**config.mk**
```make
export PLATFORM = sky130hd
export DESIGN_NAME = keypad_scanner
export DESIGN_NICKNAME = d
export VERILOG_FILES = /design/src/rtl/keypad_pkg.sv /design/src/rtl/keypad_scanner_sync_2ff.sv /design/src/rtl/keypad_scanner.sv
export SDC_FILE = /design/constraint.sdc
export NUM_CORES = 1
export LEC_CHECK = 0
export BUFFER_PORTS_ARGS = -buffer_cell sky130_fd_sc_hd__buf_2
export CORE_ASPECT_RATIO = 0.5
export CORE_MARGIN = 1.5
export CORE_UTILIZATION = 27
export CTS_CLUSTER_DIAMETER = 80
export CTS_CLUSTER_SIZE = 28
export DETAILED_ROUTE_END_ITERATION = 12
export PLACE_DENSITY = 0.53
export SYNTH_ARGS = -nofsm -noshare
export SYNTH_HDL_FRONTEND = slang
export SYNTH_SLANG_ARGS = --single-unit
```
**constraint.sdc**
```tcl
create_clock -name CLK100MHZ -period 3.2 [get_ports CLK100MHZ]
set_input_delay 0.48 -clock CLK100MHZ [delete_from_list [all_inputs] [get_ports CLK100MHZ]]
set_output_delay 0.48 -clock CLK100MHZ [all_outputs]
set_load 0.01 [all_outputs]
```
**src/rtl/keypad_pkg.sv**
```systemverilog
// keypad_pkg: shared types and helpers for the 4x4 matrix keypad scanner.
//   kp_state_t  - scanner FSM states.
//   row_hit_t   - result of decoding one synchronized row sample.
//   KEY_MAP     - hex code of each key, indexed [row][col].
//   onehot0_low - flags a sample with exactly one active-low row bit and
//                 reports the index of that bit.
//   col_drive   - active-low column drive pattern for a column index.
package keypad_pkg;

    typedef enum logic [1:0] {
        SCAN     = 2'd0,
        DEBOUNCE = 2'd1,
        HELD     = 2'd2
    } kp_state_t;

    typedef struct packed {
        logic       hit;
        logic [1:0] idx;
    } row_hit_t;

    // Pmod KYPD legend. Row 3 is the bottom row: 0 F E D.
    localparam logic [3:0] KEY_MAP [0:3][0:3] = '{
        '{4'h1, 4'h2, 4'h3, 4'hA},
        '{4'h4, 4'h5, 4'h6, 4'hB},
        '{4'h7, 4'h8, 4'h9, 4'hC},
        '{4'h0, 4'hF, 4'hE, 4'hD}
    };

    // Exactly one low bit is a clean press. No low bit is idle; two or more
    // low bits on one column is ambiguous (ghosting) and is treated as idle.
    function automatic row_hit_t onehot0_low(input logic [3:0] rows);
        row_hit_t   res;
        logic [2:0] zeros;
        res   = '0;
        zeros = '0;
        for (int i = 0; i < 4; i++) begin
            if (!rows[i]) begin
                zeros   = zeros + 3'd1;
                res.idx = 2'(i);
            end
        end
        res.hit = (zeros == 3'd1);
        return res;
    endfunction

    function automatic logic [3:0] col_drive(input logic [1:0] idx);
        return ~(4'b0001 << idx);
    endfunction

endpackage

```
**src/rtl/keypad_scanner_sync_2ff.sv**
```systemverilog
// sync_2ff: two-flop synchronizer for the keypad row lines.
//   clk   - sampling clock
//   rst_n - asynchronous active-low reset; output resets to all ones, the
//           idle (pulled-up) state of the rows, so no phantom press is seen
//   d     - asynchronous input
//   q     - synchronized output, two cycles behind d
module sync_2ff (
    input  logic       clk,
    input  logic       rst_n,
    input  logic [3:0] d,
    output logic [3:0] q
);

    logic [3:0] meta;

    always_ff @(posedge clk or negedge rst_n) begin
        if (!rst_n) begin
            meta <= 4'hF;
            q    <= 4'hF;
        end else begin
            meta <= d;
            q    <= meta;
        end
    end

endmodule

```
**src/rtl/keypad_scanner.sv**
```systemverilog
// keypad_scanner: time-multiplexed 4x4 matrix keypad scanner.
// Drives one column low at a time, samples the rows once at the end of each
// column window, debounces presses and releases, and reports a hex key code.
//   CLK100MHZ - system clock
//   reset     - asynchronous active-low reset
//   ROW       - keypad rows, active-low, asynchronous to the clock
//   COL       - column drive, active-low, exactly one bit low
//   key_code  - hex code of the last accepted key (held until the next one)
//   key_valid - one-cycle strobe when a new key is accepted
//   key_held  - high while the accepted key stays pressed
module keypad_scanner
    import keypad_pkg::*;
#(
    parameter int COL_TICKS  = 100_000,
    parameter int DEBOUNCE_N = 4
) (
    input  logic       CLK100MHZ,
    input  logic       reset,
    input  logic [3:0] ROW,
    output logic [3:0] COL,
    output logic [3:0] key_code,
    output logic       key_valid,
    output logic       key_held
);

    localparam int TW = $clog2(COL_TICKS);
    localparam int CW = $clog2(DEBOUNCE_N + 1);
    localparam logic [TW-1:0] TICK_LAST = TW'(COL_TICKS - 1);
    // The count already holds the samples seen so far, so the sample that
    // arrives while it equals N-1 is the N-th one.
    localparam logic [CW-1:0] CNT_LAST  = CW'(DEBOUNCE_N - 1);

    logic [3:0]    row_sync;
    logic [TW-1:0] tick;
    logic          sample;
    row_hit_t      rh;
    kp_state_t     state;
    logic [1:0]    col_idx;
    logic [1:0]    cap_row;
    logic [CW-1:0] cnt;

    sync_2ff u_sync (
        .clk   (CLK100MHZ),
        .rst_n (reset),
        .d     (ROW),
        .q     (row_sync)
    );

    // Free-running column window. Sampling on the last tick leaves the rest
    // of the window for the column change to settle through the synchronizer.
    always_ff @(posedge CLK100MHZ or negedge reset) begin
        if (!reset) begin
            tick <= '0;
        end else if (tick == TICK_LAST) begin
            tick <= '0;
        end else begin
            tick <= tick + 1'b1;
        end
    end

    assign sample = (tick == TICK_LAST);
    assign rh     = onehot0_low(row_sync);

    // Column only moves on a sample edge, and only when the FSM lets go of it
    // (no hit in SCAN, failed debounce, or a debounced release).
    always_ff @(posedge CLK100MHZ or negedge reset) begin
        if (!reset) begin
            state     <= SCAN;
            col_idx   <= 2'd0;
            COL       <= 4'b1110;
            cap_row   <= 2'd0;
            cnt       <= '0;
            key_code  <= 4'h0;
            key_valid <= 1'b0;
            key_held  <= 1'b0;
        end else begin
            key_valid <= 1'b0;
            if (sample) begin
                case (state)
                    SCAN: begin
                        if (rh.hit) begin
                            cap_row <= rh.idx;
                            cnt     <= CW'(1);
                            state   <= DEBOUNCE;
                        end else begin
                            col_idx <= col_idx + 2'd1;
                            COL     <= col_drive(col_idx + 2'd1);
                        end
                    end
                    DEBOUNCE: begin
                        if (rh.hit && (rh.idx == cap_row)) begin
                            if (cnt == CNT_LAST) begin
                                key_code  <= KEY_MAP[cap_row][col_idx];
                                key_valid <= 1'b1;
                                key_held  <= 1'b1;
                                cnt       <= '0;
                                state     <= HELD;
                            end else begin
                                cnt <= cnt + 1'b1;
                            end
                        end else begin
                            state   <= SCAN;
                            col_idx <= col_idx + 2'd1;
                            COL     <= col_drive(col_idx + 2'd1);
                        end
                    end
                    HELD: begin
                        // Count consecutive release samples; any contact,
                        // even on another row, restarts the release count.
                        if (rh.hit) begin
                            cnt <= '0;
                        end else if (cnt == CNT_LAST) begin
                            key_held <= 1'b0;
                            cnt      <= '0;
                            state    <= SCAN;
                            col_idx  <= col_idx + 2'd1;
                            COL      <= col_drive(col_idx + 2'd1);
                        end else begin
                            cnt <= cnt + 1'b1;
                        end
                    end
                    default: begin
                        state <= SCAN;
                    end
                endcase
            end
        end
    end

endmodule

```
==> metrics.md, run 1 <==
| Metric | Value |
|---|---|
| Status | completed |
| # Post-CTS Setup Buffers | 0 |
| Largest net degree at the start of global routing | 45 |
| WP data arrival | 3.12 ns |
| Hold Path Origin | ROW[2] |
| Hold Path Class | primary input to flip-flop |
| Clk_lat worst skew | 0.28 ns |
| Synth Cell Area | 2360 µm² |
| Clock Path Buffers | 2 |
| Post-cts resize count | 0 |
| Area Growth Syn to Fin | 17.6% |
| Worst Path Buf+Inv | 2 |
| Worst slew margin | 0.350 |
| Most used cell along the critical path | ha_1 |
| Initial antenna violation count | 0 |
| Starting density of the core | 0.287 |
| Share of cells above drive strength 1 | 0.197 |
| Register-to-register setup slack | 0.25 ns |
| Vias in the first global route | 1558 |
| Commonest non-fill, non-tap cells in the layout | dfrtp_1, nor2_1, inv_1 |
| # DRC | 0 |
| Drt initial violations | 110 |
| Worst setup margin | 0.251 ns |
| Synth Area in Simple Gates | 0.171 |
| Min cycle time layout | 2.95 ns |
| CTS buffer count | 5 |
| Die area | 9360 µm² |
| Syn_area_per_cell | 10.6 µm² |
| Post-Synthesis Net Count | 246 |
| Largest family of logic cells by synthesized area | simple AND/OR/NAND/NOR gates |
| Mux contribution to synthesized area | 0.0693 |
| Grt total ovfl | 0 |
| Critical Path Fanout Max | 8 |
| Post-synthesis compound-gate area fraction | 0.0947 |
| Gpl congestion | 0.747 |
| Port buffer count | 15 |
| Global-route wire length before repair | 7330 µm |
| Post-DRT Antenna Nets | 0 |
| Wire per inst | 11.8 µm |
| Die W | 135 µm |
| Max IR drop VDD | 0.176 mV |
| Levels on crit path | 11 |
| Hold EP | u_sync.meta[2] |
| Critical Path Sink Type | flip-flop |
| Primary FF master, synth | dfrtp_1 |
| H-tree depth | 2 |
| EDFF count, synth | 0 |
| RSZ-0062 raised after global routing | false |
| Setup total negative slack | 0 ns |
| Final core utilization | 0.338 |
| CTS tree | done |
| Worst path slowest cell | dfstp_2 |
| Synth Register Bits | 44 |
| WL final | 4210 µm |
| Pre-Repair DR Iteration Count | 4 |
| Most common cell after layout, fill and taps aside | dfrtp_1 |
| Via Count | 1616 |
| Actual slew at the worst max-slew pin | 0.976 ns |
| Ys async rst share | 1.00 |
| Top delay family on crit path | adder cells |
| Top post-synthesis cells by area | dfrtp_1, dfstp_2, ha_1, xnor2_1, xor2_1 |
| Crit-path max cell delay | 0.55 ns |
| WP data required | 3.37 ns |
| Setup crit start kind | flip-flop |
| Seq/Total Area, Yosys | 0.471 |
| Finish-stage setup viols | 0 |
| Max cap viols | 0 |
| Period utilization | 0.922 |
| Inserted Diodes | 0 |
| Num ports | 16 |
| Worst slack at placement | 0.201 ns |
| Inst Count DP | 348 |
| Worst r2r src | u_sync.q[1] |
| Hold Path Stages | 1 |
| Worst clock skew | 0.00517 ns |
| FMAX | 339 MHz |
| FF-to-FF path depth | 11 |
| Core area | 8230 µm² |
| CP Cell Sequence | inv_1 > ha_1 > xnor2_1 > ha_1 > or3_1 > o211ai_1 > nand3_2 > buf_4 > a31oi_1 > nor3b_1 > mux2_1 |
| Max-slew violation count | 0 |
| Post-Synth Adder-Cell Area | 0.0847 |
| CP Class | flip-flop to flip-flop |
| Post-synthesis cell count | 224 |
| Final nets | 265 |
| Lkg Pwr | 1.23 nW |
| Post-Synth XOR/XNOR Area | 0.0667 |
| Sink Count | 44 |
| PD cells | 442 nW/µm² |
| Distinct cells, synth | 49 |
| GRT Total Usage | 0.0984 |
| Share of the synthesized area in the top cell type | 0.349 |
| Vias per cell | 4.54 |
| Estimated wirelength of the detail-placed design | 3040 µm |
| Leading area contributor after synthesis | dfrtp_1 |
| Clock Tree Root | clkbuf_16 |
| CTS Hold Bufs | 0 |
| Clock-pin slew on the worst setup and hold paths | 0.06 ns |
| Post-Layout Cell Count | 356 |
| RR Endpoint | cnt[1] |
| Final Hold Fails | 0 |
| Num rows | 23 |
| Warnings from Yosys | 0 |
| Die height | 69.2 µm |
Yosys cell counts, types with 2 or more instances:
master	n
a211oi_1	2
a21oi_1	10
a22oi_1	2
and2_1	2
and3_1	3
clkbuf_1	7
dfrtp_1	33
dfstp_2	11
ha_1	16
inv_1	18
mux2_1	5
mux2i_1	7
nand2_1	12
nand2b_1	4
nand3_1	7
nand3b_1	2
nand4_1	2
nand4bb_1	3
nor2_1	20
nor2b_1	3
nor3_1	4
o21ai_1	4
or2_1	2
or3_1	4
xnor2_1	9
xor2_1	9
power by group:
group | switching (mW) | internal [mW] | leakage (nW) | total (mW)
Combinational | 0.0346 | 0.0230 | 0.586 | 0.0576
Clock | 0.209 | 0.391 | 0.0871 | 0.600
Sequential | 0.00552 | 0.566 | 0.562 | 0.571
Total | 0.249 | 0.980 | 1.23 | 1.23
per-stage QoR:
| step | hold slack [ns] | total power, mW | instance area, µm² |
|---|---|---|---|
| 2_1_floorplan | 0.184 | 0.614 | 2360 |
| 3_3_place_gp | 0.348 | 0.635 | 2590 |
| 3_5_place_dp | 0.348 | 0.636 | 2590 |
| 4_1_cts | 0.287 | 1.24 | 2760 |
| 5_1_grt | 0.280 | 1.28 | 2780 |
| 6_report | 0.296 | 1.23 | 2780 |
how the worst max path moves through the flow:
| stage | slack (ns) | start | endpoint |
|---|---|---|---|
| 3_5_place_dp | 0.20 | u_sync.q[1] | COL[0] |
| 2_1_floorplan | 0.20 | u_sync.q[1] | col_idx[1] |
| 3_3_place_gp | 0.25 | u_sync.q[1] | col_idx[1] |
| 4_1_cts | 0.17 | u_sync.q[1] | COL[3] |
| 5_1_grt | 0.05 | u_sync.q[1] | cnt[1] |
| 6_report | 0.25 | u_sync.q[1] | cnt[1] |
per-layer routing:
| metal | share of wire | up-vias | routed length (µm) | global-route usage |
|---|---|---|---|---|
| li1 | - | 806 | - | - |
| met1 | 0.50 | 791 | 2090 | 0.127 |
| met4 | 0.0069 | 0 | 29 | 0.0215 |
| met3 | 0.027 | 4 | 115 | 0.0351 |
| met2 | 0.47 | 15 | 1980 | 0.159 |
| met5 | 0 | - | 0 | 0 |
logic make-up after synthesis:
logic type / Yosys count
compound gates: 32
mux: 14
flops: 44
buf+inv: 26
fa+ha+maj: 16
simple gates: 74
xor+xnor: 18
state kept, by name (all words and copies together) (netlist names):
register and count:
u_sync.q 4, state 2, COL 4, key_valid 1, cnt 3, cap_row 2
key_code 4, key_held 1, tick 17, u_sync.meta 4, col_idx 2
cell type report:
cell class                 instances  area, µm²
timing repair buffer              20        113
fill                             849       5450
tap                              112        140
clock buffer                       6        139
inverter                          18       67.6
multi-input combinational        154       1170
clock inverter                     2       38.8
sequential                        44       1110
(Power assumes the default switching activity.)
==> run 2, diff against run 1 <==
Settings changed: ABC_AREA set to 1, RECOVER_POWER set to 25.
==> run 2 against run 1 <==
  * Utilization down 1.2 points
  * Register-to-register slack better by 0.46 ns
  * The flow now finishes with violations (capacitance limit, slew limit)
  * Worst hold slack worse by 0.0046 ns
  * Synthesized cell count up 37%
  * Combinational power down 0.9%
  * First-iteration DRC count down 34%
  * Clock skew down 0.0028 ns
  * Maximum frequency up 18%
==> metrics.md, run 2 <==
| Metric | Value |
|---|---|
| Status | finished, violations left (was completed) |
| Failing checks | capacitance limit, slew limit |
| Final nets | 350 (was 265) |
| Most frequent cell after synthesis | nand2_1 (was dfrtp_1) |
| Max-slew violation count | 45 (was 0) |
| Worst setup margin | 0.711 ns (was 0.251 ns) |
| CTS Hold Bufs | 0 (unchanged) |
| Die area | 9800 µm² (was 9360 µm²) |
| RSZ-0062 raised after global routing | false (unchanged) |
| RR Endpoint | COL[0] (was cnt[1]) |
| # fillers | 952 (was 849) |
| Via Count | 1886 (was 1616) |
| Initial antenna violation count | 0 (unchanged) |
| Port buffer count | 15 (unchanged) |
| Setup total negative slack | 0 ns (unchanged) |
| Lkg Pwr | 1.38 nW (was 1.23 nW) |
| Vias in the first global route | 1867 (was 1558) |
| Share of cells above drive strength 1 | 0.167 (was 0.197) |
| Primary FF master, synth | dfrtp_1 (unchanged) |
| Sink Count | 44 (unchanged) |
| Clock-pin slew on the worst setup and hold paths | 0.06 ns (about the same) |
| Pre-Repair DR Iteration Count | 4 (unchanged) |
| Worst r2r src | u_sync.q[1] (unchanged) |
| Top post-synthesis cells by area | dfrtp_1, dfstp_2, nand2_1, ha_1, inv_1 (was dfrtp_1, dfstp_2, ha_1, xnor2_1, xor2_1) |
| Most common cell after layout, fill and taps aside | nand2_1 (was dfrtp_1) |
| FF-to-FF path depth | 14 (was 11) |
| Post-Synth XOR/XNOR Area | 0.0212 (was 0.0667) |
| Clk_lat worst skew | 0.28 ns (about the same) |
| Synth Register Bits | 44 (unchanged) |
| Critical Path Sink Type | flip-flop (unchanged) |
| Register-to-register setup slack | 0.71 ns (was 0.25 ns) |
| Hold EP | u_sync.meta[2] (unchanged) |
| # Post-CTS Setup Buffers | 0 (unchanged) |
| Wire per inst | 10.4 µm (was 11.8 µm) |
| Critical Path Fanout Max | 5 (was 8) |
| Drt initial violations | 73 (was 110) |
| Post-DRT Antenna Nets | 0 (unchanged) |
| Num ports | 16 (unchanged) |
| WP data arrival | 2.66 ns (was 3.12 ns) |
| Hold Path Origin | ROW[2] (unchanged) |
| Estimated wirelength of the detail-placed design | 3470 µm (was 3040 µm) |
| Final Hold Fails | 0 (unchanged) |
| CTS buffer count | 5 (unchanged) |
| Hold Path Class | primary input to flip-flop (unchanged) |
| Worst slack at placement | 0.709 ns (was 0.201 ns) |
| Gpl congestion | 0.777 (was 0.747) |
| Busiest grt layer | met2 (unchanged) |
| Largest net degree at the start of global routing | 45 (unchanged) |
| Final core utilization | 0.326 (was 0.338) |
| Inserted Diodes | 0 (unchanged) |
| Post-Layout Cell Count | 446 (was 356) |
| Area Growth Syn to Fin | 15.6% (was 17.6%) |
| WL final | 4630 µm (was 4210 µm) |
| Fin area | 2870 µm² (was 2780 µm²) |
| Share of the synthesized area in the top cell type | 0.333 (was 0.349) |
| Clock Tree Root | clkbuf_16 (unchanged) |
| Num rows | 24 (was 23) |
| Synth cell count leaders | nand2_1, inv_1, nor2_1 (was dfrtp_1, nor2_1, inv_1) |
| Commonest non-fill, non-tap cells in the layout | nand2_1, inv_1, nor2_1 (was dfrtp_1, nor2_1, inv_1) |
| Total chip power | 1.21 mW (was 1.23 mW) |
| CTS tree | done (unchanged) |
| PD cells | 421 nW/µm² (was 442 nW/µm²) |
| EDFF count, synth | 0 (unchanged) |
| Ys async rst share | 1.00 (unchanged) |
| Synth Area in Simple Gates | 0.288 (was 0.171) |
| Starting density of the core | 0.282 (was 0.287) |
| Synth Cell Area | 2480 µm² (was 2360 µm²) |
| Placed Area | 2700 µm² (was 2590 µm²) |
| Post-cts resize count | 0 (unchanged) |
| Max cap viols | 1 (was 0) |
| FMAX | 402 MHz (was 339 MHz) |
| Post-Synthesis Net Count | 328 (was 246) |
| Grt total ovfl | 0 (unchanged) |
| Setup crit start kind | flip-flop (unchanged) |
| Met1 Resource Use GR | 0.139 (was 0.127) |
| Core area | 8800 µm² (was 8230 µm²) |
| Period utilization | 0.778 (was 0.922) |
| H-tree depth | 2 (unchanged) |
| Leading area contributor after synthesis | dfrtp_1 (unchanged) |
| Global-route wire length before repair | 8420 µm (was 7330 µm) |
| Worst clock skew | 0.00241 ns (was 0.00517 ns) |
| Mux contribution to synthesized area | 0 (was 0.0693) |
| Hold Path Stages | 1 (unchanged) |
| Die height | 70.8 µm (was 69.2 µm) |
| Post-synthesis cell count | 306 (was 224) |
| Distinct cells, synth | 30 (was 49) |
| Largest register FFs | 17 (unchanged) |
| Worst slew margin | -0.583 (was 0.350) |
| CP Class | flip-flop to flip-flop (unchanged) |
| Met2 Use GR | 0.169 (was 0.159) |
| Min cycle time layout | 2.49 ns (was 2.95 ns) |
| Largest register by flop count | tick (unchanged) |
| Met3 usage | 0.0230 (was 0.0351) |
| Finish-stage setup viols | 0 (unchanged) |
| WHS | 0.291 ns (was 0.296 ns) |
| Vias per cell | 4.23 (was 4.54) |
| Post-synthesis compound-gate area fraction | 0.0732 (was 0.0947) |
| Post-Synth Adder-Cell Area | 0.0807 (was 0.0847) |
| Actual slew at the worst max-slew pin | 2.37 ns (was 0.976 ns) |
| GRT Total Usage | 0.104 (was 0.0984) |
| Inst Count DP | 438 (was 348) |
| Max IR drop VDD | 0.171 mV (was 0.176 mV) |
| # DRC | 0 (unchanged) |
| Syn_area_per_cell | 8.10 µm² (was 10.6 µm²) |
| Seq/Total Area, Yosys | 0.450 (was 0.471) |
| WP data required | 3.37 ns (about the same) |
| Warnings from Yosys | 0 (unchanged) |
| Clock Path Buffers | 2 (unchanged) |
| Die W | 139 µm (was 135 µm) |
| Largest family of logic cells by synthesized area | simple AND/OR/NAND/NOR gates (unchanged) |
[run 2: worst max-delay path, stage by stage, from the launching register on]
cell     delay [ns]
dfstp_2        0.53
inv_1          0.05
ha_1           0.33
inv_1          0.05
nand2_1        0.10
nand2_2        0.07
ha_1           0.29
nor2_1         0.13
nand3_2        0.12
a21oi_4        0.24
nand2_1        0.10
nor2_1         0.13
nor2_1         0.11
nand3_1        0.08
nand2_1        0.06
[run 2: cells by family (layout without fill, tap and decap cells)]
kind of cell    count (synthesis)  in the layout
buf+inv                        56             79
compound gates                 31             31
simple gates                  153            153
flops                          44             44
xor+xnor                        6              6
fa+ha+maj                      16             16
[run 2: worst max path at each step]
stage	endpoint	slack [ns]	depth (start not counted)	startpoint
6_report	COL[0]	0.71	14	u_sync.q[1]
4_1_cts	COL[0]	0.70	14	u_sync.q[1]
3_5_place_dp	COL[0]	0.71	14	u_sync.q[1]
3_3_place_gp	key_code[1]	0.77	14	u_sync.q[1]
5_1_grt	key_held	0.38	1	reset
2_1_floorplan	key_code[1]	0.90	14	u_sync.q[1]
[run 2: area by class of cell]
class                      instances  area, µm²  area share
clock inverter                     3       42.5      0.0148
tap                              117        146      0.0510
inverter                          56        216      0.0755
timing repair buffer              15       73.8      0.0257
multi-input combinational        206       1150       0.401
clock buffer                       5        125      0.0436
sequential                        44       1110       0.389
[run 2: routing by layer]
metal  routed length (µm)  share of wire  vias to the layer above
met3                  116          0.025                        5
met1                 2420           0.52                      858
met2                 2030           0.44                       19
met4                   57          0.012                        0
met5                    0              0                        -
li1                     -              -                     1004
[run 2: power breakdown]
group	total (mW)	internal (mW)	switching (mW)	leakage, nW
Combinational	0.0571	0.0161	0.0410	0.733
Clock	0.579	0.367	0.213	0.0798
Sequential	0.569	0.566	0.00360	0.562
Total	1.21	0.949	0.257	1.38
==> run 3, diff against run 2 <==
Settings changed: PLACE_DENSITY 0.53 to 0.52.
Clock period 3.2 ns to 2.5 ns, I/O delays scaled along.
==> run 3 against run 2 <==
  * The flow still finishes with violations (capacitance limit, slew limit)
  * Worst setup slack worse by 0.57 ns
  * Worst hold slack got worse by 0.12 ns
  * Total power grew 22%
  * Register-to-register slack got worse by 0.57 ns
  * Largest power group is now registers
  * Clock power is 13% higher
  * Flip-flop and latch count did not move
  * Combinational power is 58% higher
  * Largest cell class unchanged
  * Die area did not move
  * Clock skew rose by 0.0014 ns
==> metrics.md, run 3 (same netlist as run 2, synthesis figures left out) <==
| Metric | Value |
|---|---|
| Pre-Repair DR Iteration Count | 4 (unchanged) |
| Setup crit start kind | flip-flop (unchanged) |
| Drt initial violations | 78 (was 73) |
| WP data required | 2.68 ns (was 3.37 ns) |
| Lkg Pwr | 1.39 nW (was 1.38 nW) |
| Num rows | 24 (unchanged) |
| Critical Path Sink Type | flip-flop (unchanged) |
| Min cycle time layout | 2.36 ns (was 2.49 ns) |
| Vias in the first global route | 1955 (was 1867) |
| Grt total ovfl | 0 (unchanged) |
| Global-route wire length before repair | 8670 µm (was 8420 µm) |
| Actual slew at the worst max-slew pin | 2.14 ns (was 2.37 ns) |
| Most common cell after layout, fill and taps aside | nand2_1 (unchanged) |
| Share of cells above drive strength 1 | 0.210 (was 0.167) |
| Clk_lat worst skew | 0.28 ns (about the same) |
| Failing checks | capacitance limit, slew limit (unchanged) |
| CTS buffer count | 5 (unchanged) |
| GRT Total Usage | 0.108 (was 0.104) |
| CTS Hold Bufs | 0 (unchanged) |
| Die W | 139 µm (unchanged) |
| WHS | 0.169 ns (was 0.291 ns) |
| Critical Path Fanout Max | 8 (was 5) |
| Placed Area | 2720 µm² (was 2700 µm²) |
| Starting density of the core | 0.282 (unchanged) |
| Worst setup margin | 0.142 ns (was 0.711 ns) |
| Wire per inst | 10.7 µm (was 10.4 µm) |
| Initial antenna violation count | 0 (unchanged) |
| Inserted Diodes | 0 (unchanged) |
| Post-Layout Cell Count | 451 (was 446) |
| FMAX | 424 MHz (was 402 MHz) |
| Largest register by flop count | tick (unchanged) |
| WP data arrival | 2.53 ns (was 2.66 ns) |
| Via Count | 1943 (was 1886) |
| Final Hold Fails | 0 (unchanged) |
| Port buffer count | 15 (unchanged) |
| Commonest non-fill, non-tap cells in the layout | nand2_1, inv_1, nor2_1 (unchanged) |
| # DRC | 0 (unchanged) |
| Clock-pin slew on the worst setup and hold paths | 0.06 ns (about the same) |
| CTS tree | done (unchanged) |
| Estimated wirelength of the detail-placed design | 3540 µm (was 3470 µm) |
| Sink Count | 44 (unchanged) |
| Post-DRT Antenna Nets | 0 (unchanged) |
| DR top layer | met4 (unchanged) |
| Total chip power | 1.47 mW (was 1.21 mW) |
| Status | finished, violations left (unchanged) |
| Die area | 9800 µm² (unchanged) |
| H-tree depth | 2 (unchanged) |
| WL final | 4840 µm (was 4630 µm) |
| Final nets | 355 (was 350) |
| Largest net degree at the start of global routing | 40 (was 45) |
| Clock Path Buffers | 2 (unchanged) |
| PD cells | 501 nW/µm² (was 421 nW/µm²) |
| Inst Count DP | 440 (was 438) |
| Fin area | 2940 µm² (was 2870 µm²) |
| Wire length on met2 | 2130 µm (was 2030 µm) |
| Worst slack at placement | 0.00454 ns (was 0.709 ns) |
| Setup total negative slack | 0 ns (unchanged) |
| Hold Path Class | primary input to flip-flop (unchanged) |
| Gpl congestion | 0.744 (was 0.777) |
| Vias per cell | 4.31 (was 4.23) |
| Worst clock skew | 0.00377 ns (was 0.00241 ns) |
| CP Class | flip-flop to flip-flop (unchanged) |
| Max IR drop VDD | 0.293 mV (was 0.171 mV) |
| Num ports | 16 (unchanged) |
| Period utilization | 0.943 (was 0.778) |
| Worst slew margin | -0.428 (was -0.583) |
| Finish-stage setup viols | 0 (unchanged) |
| Met3 wire len | 168 µm (was 116 µm) |
| Core area | 8800 µm² (unchanged) |
| Max-slew violation count | 40 (was 45) |
| M1 WL | 2500 µm (was 2420 µm) |
| Die height | 70.8 µm (unchanged) |
| Max cap viols | 1 (unchanged) |
| Largest register FFs | 17 (unchanged) |
| Final core utilization | 0.334 (was 0.326) |
| RSZ-0062 raised after global routing | false (unchanged) |
| Clock Tree Root | clkbuf_16 (unchanged) |
| Area Growth Syn to Fin | 18.6% (was 15.6%) |
run 3: timing repair:
item,4_1_cts,5_1_grt
pin swaps,1,4
endpoints found under the setup margin,2,18
resized for setup,0,12
gates cloned,0,0
buffers inserted,0,3
run 3: path summary, 6_finish.rpt:
check | slack, ns | start | end | cells after the start
setup / recovery | 0.14 | u_sync.q[1] | key_code[1] | 16
hold / removal | 0.17 | ROW[1] | u_sync.meta[1] | 1
setup reg to reg | 0.14 | u_sync.q[1] | key_code[1] | 16
hold reg to reg | 0.36 | u_sync.meta[3] | u_sync.q[3] | 0
max in group asynchronous | 0.57 | reset | key_code[0] | 1
min in group asynchronous | 0.71 | reset | tick[1] | 1
run 3: cell type report:
cell class	instances	area [µm²]
clock buffers	5	125
multi-input cells	206	1200
fillers	933	5860
inverters	56	216
repair buffers	20	110
flip-flops and latches	44	1110
clock inverters	3	23.8
well taps	117	146
run 3: power by group:
group	internal [mW]	switching [mW]	leakage, nW	total, mW
sequential	0.724	0.00478	0.562	0.729
clock	0.372	0.283	0.0660	0.654
combinational	0.0293	0.0613	0.758	0.0905
run 3: critical path, cell delays in order (launching register included):
cell     delay (ns)
dfstp_2        0.53
inv_1          0.08
ha_4           0.29
nand2_1        0.08
nand2_2        0.12
ha_4           0.14
nand2_1        0.06
inv_1          0.05
nand2_1        0.06
nand2_2        0.09
inv_1          0.07
a21oi_4        0.20
nand3_4        0.13
nor2_4         0.14
inv_2          0.08
nor2_1         0.09
nor2_1         0.04
run 3: metal layers:
layer	up-vias	GRT usage
met5	-	0
met3	4	0.0291
met4	0	0.0363
met1	894	0.142
li1	1019	-
met2	26	0.175
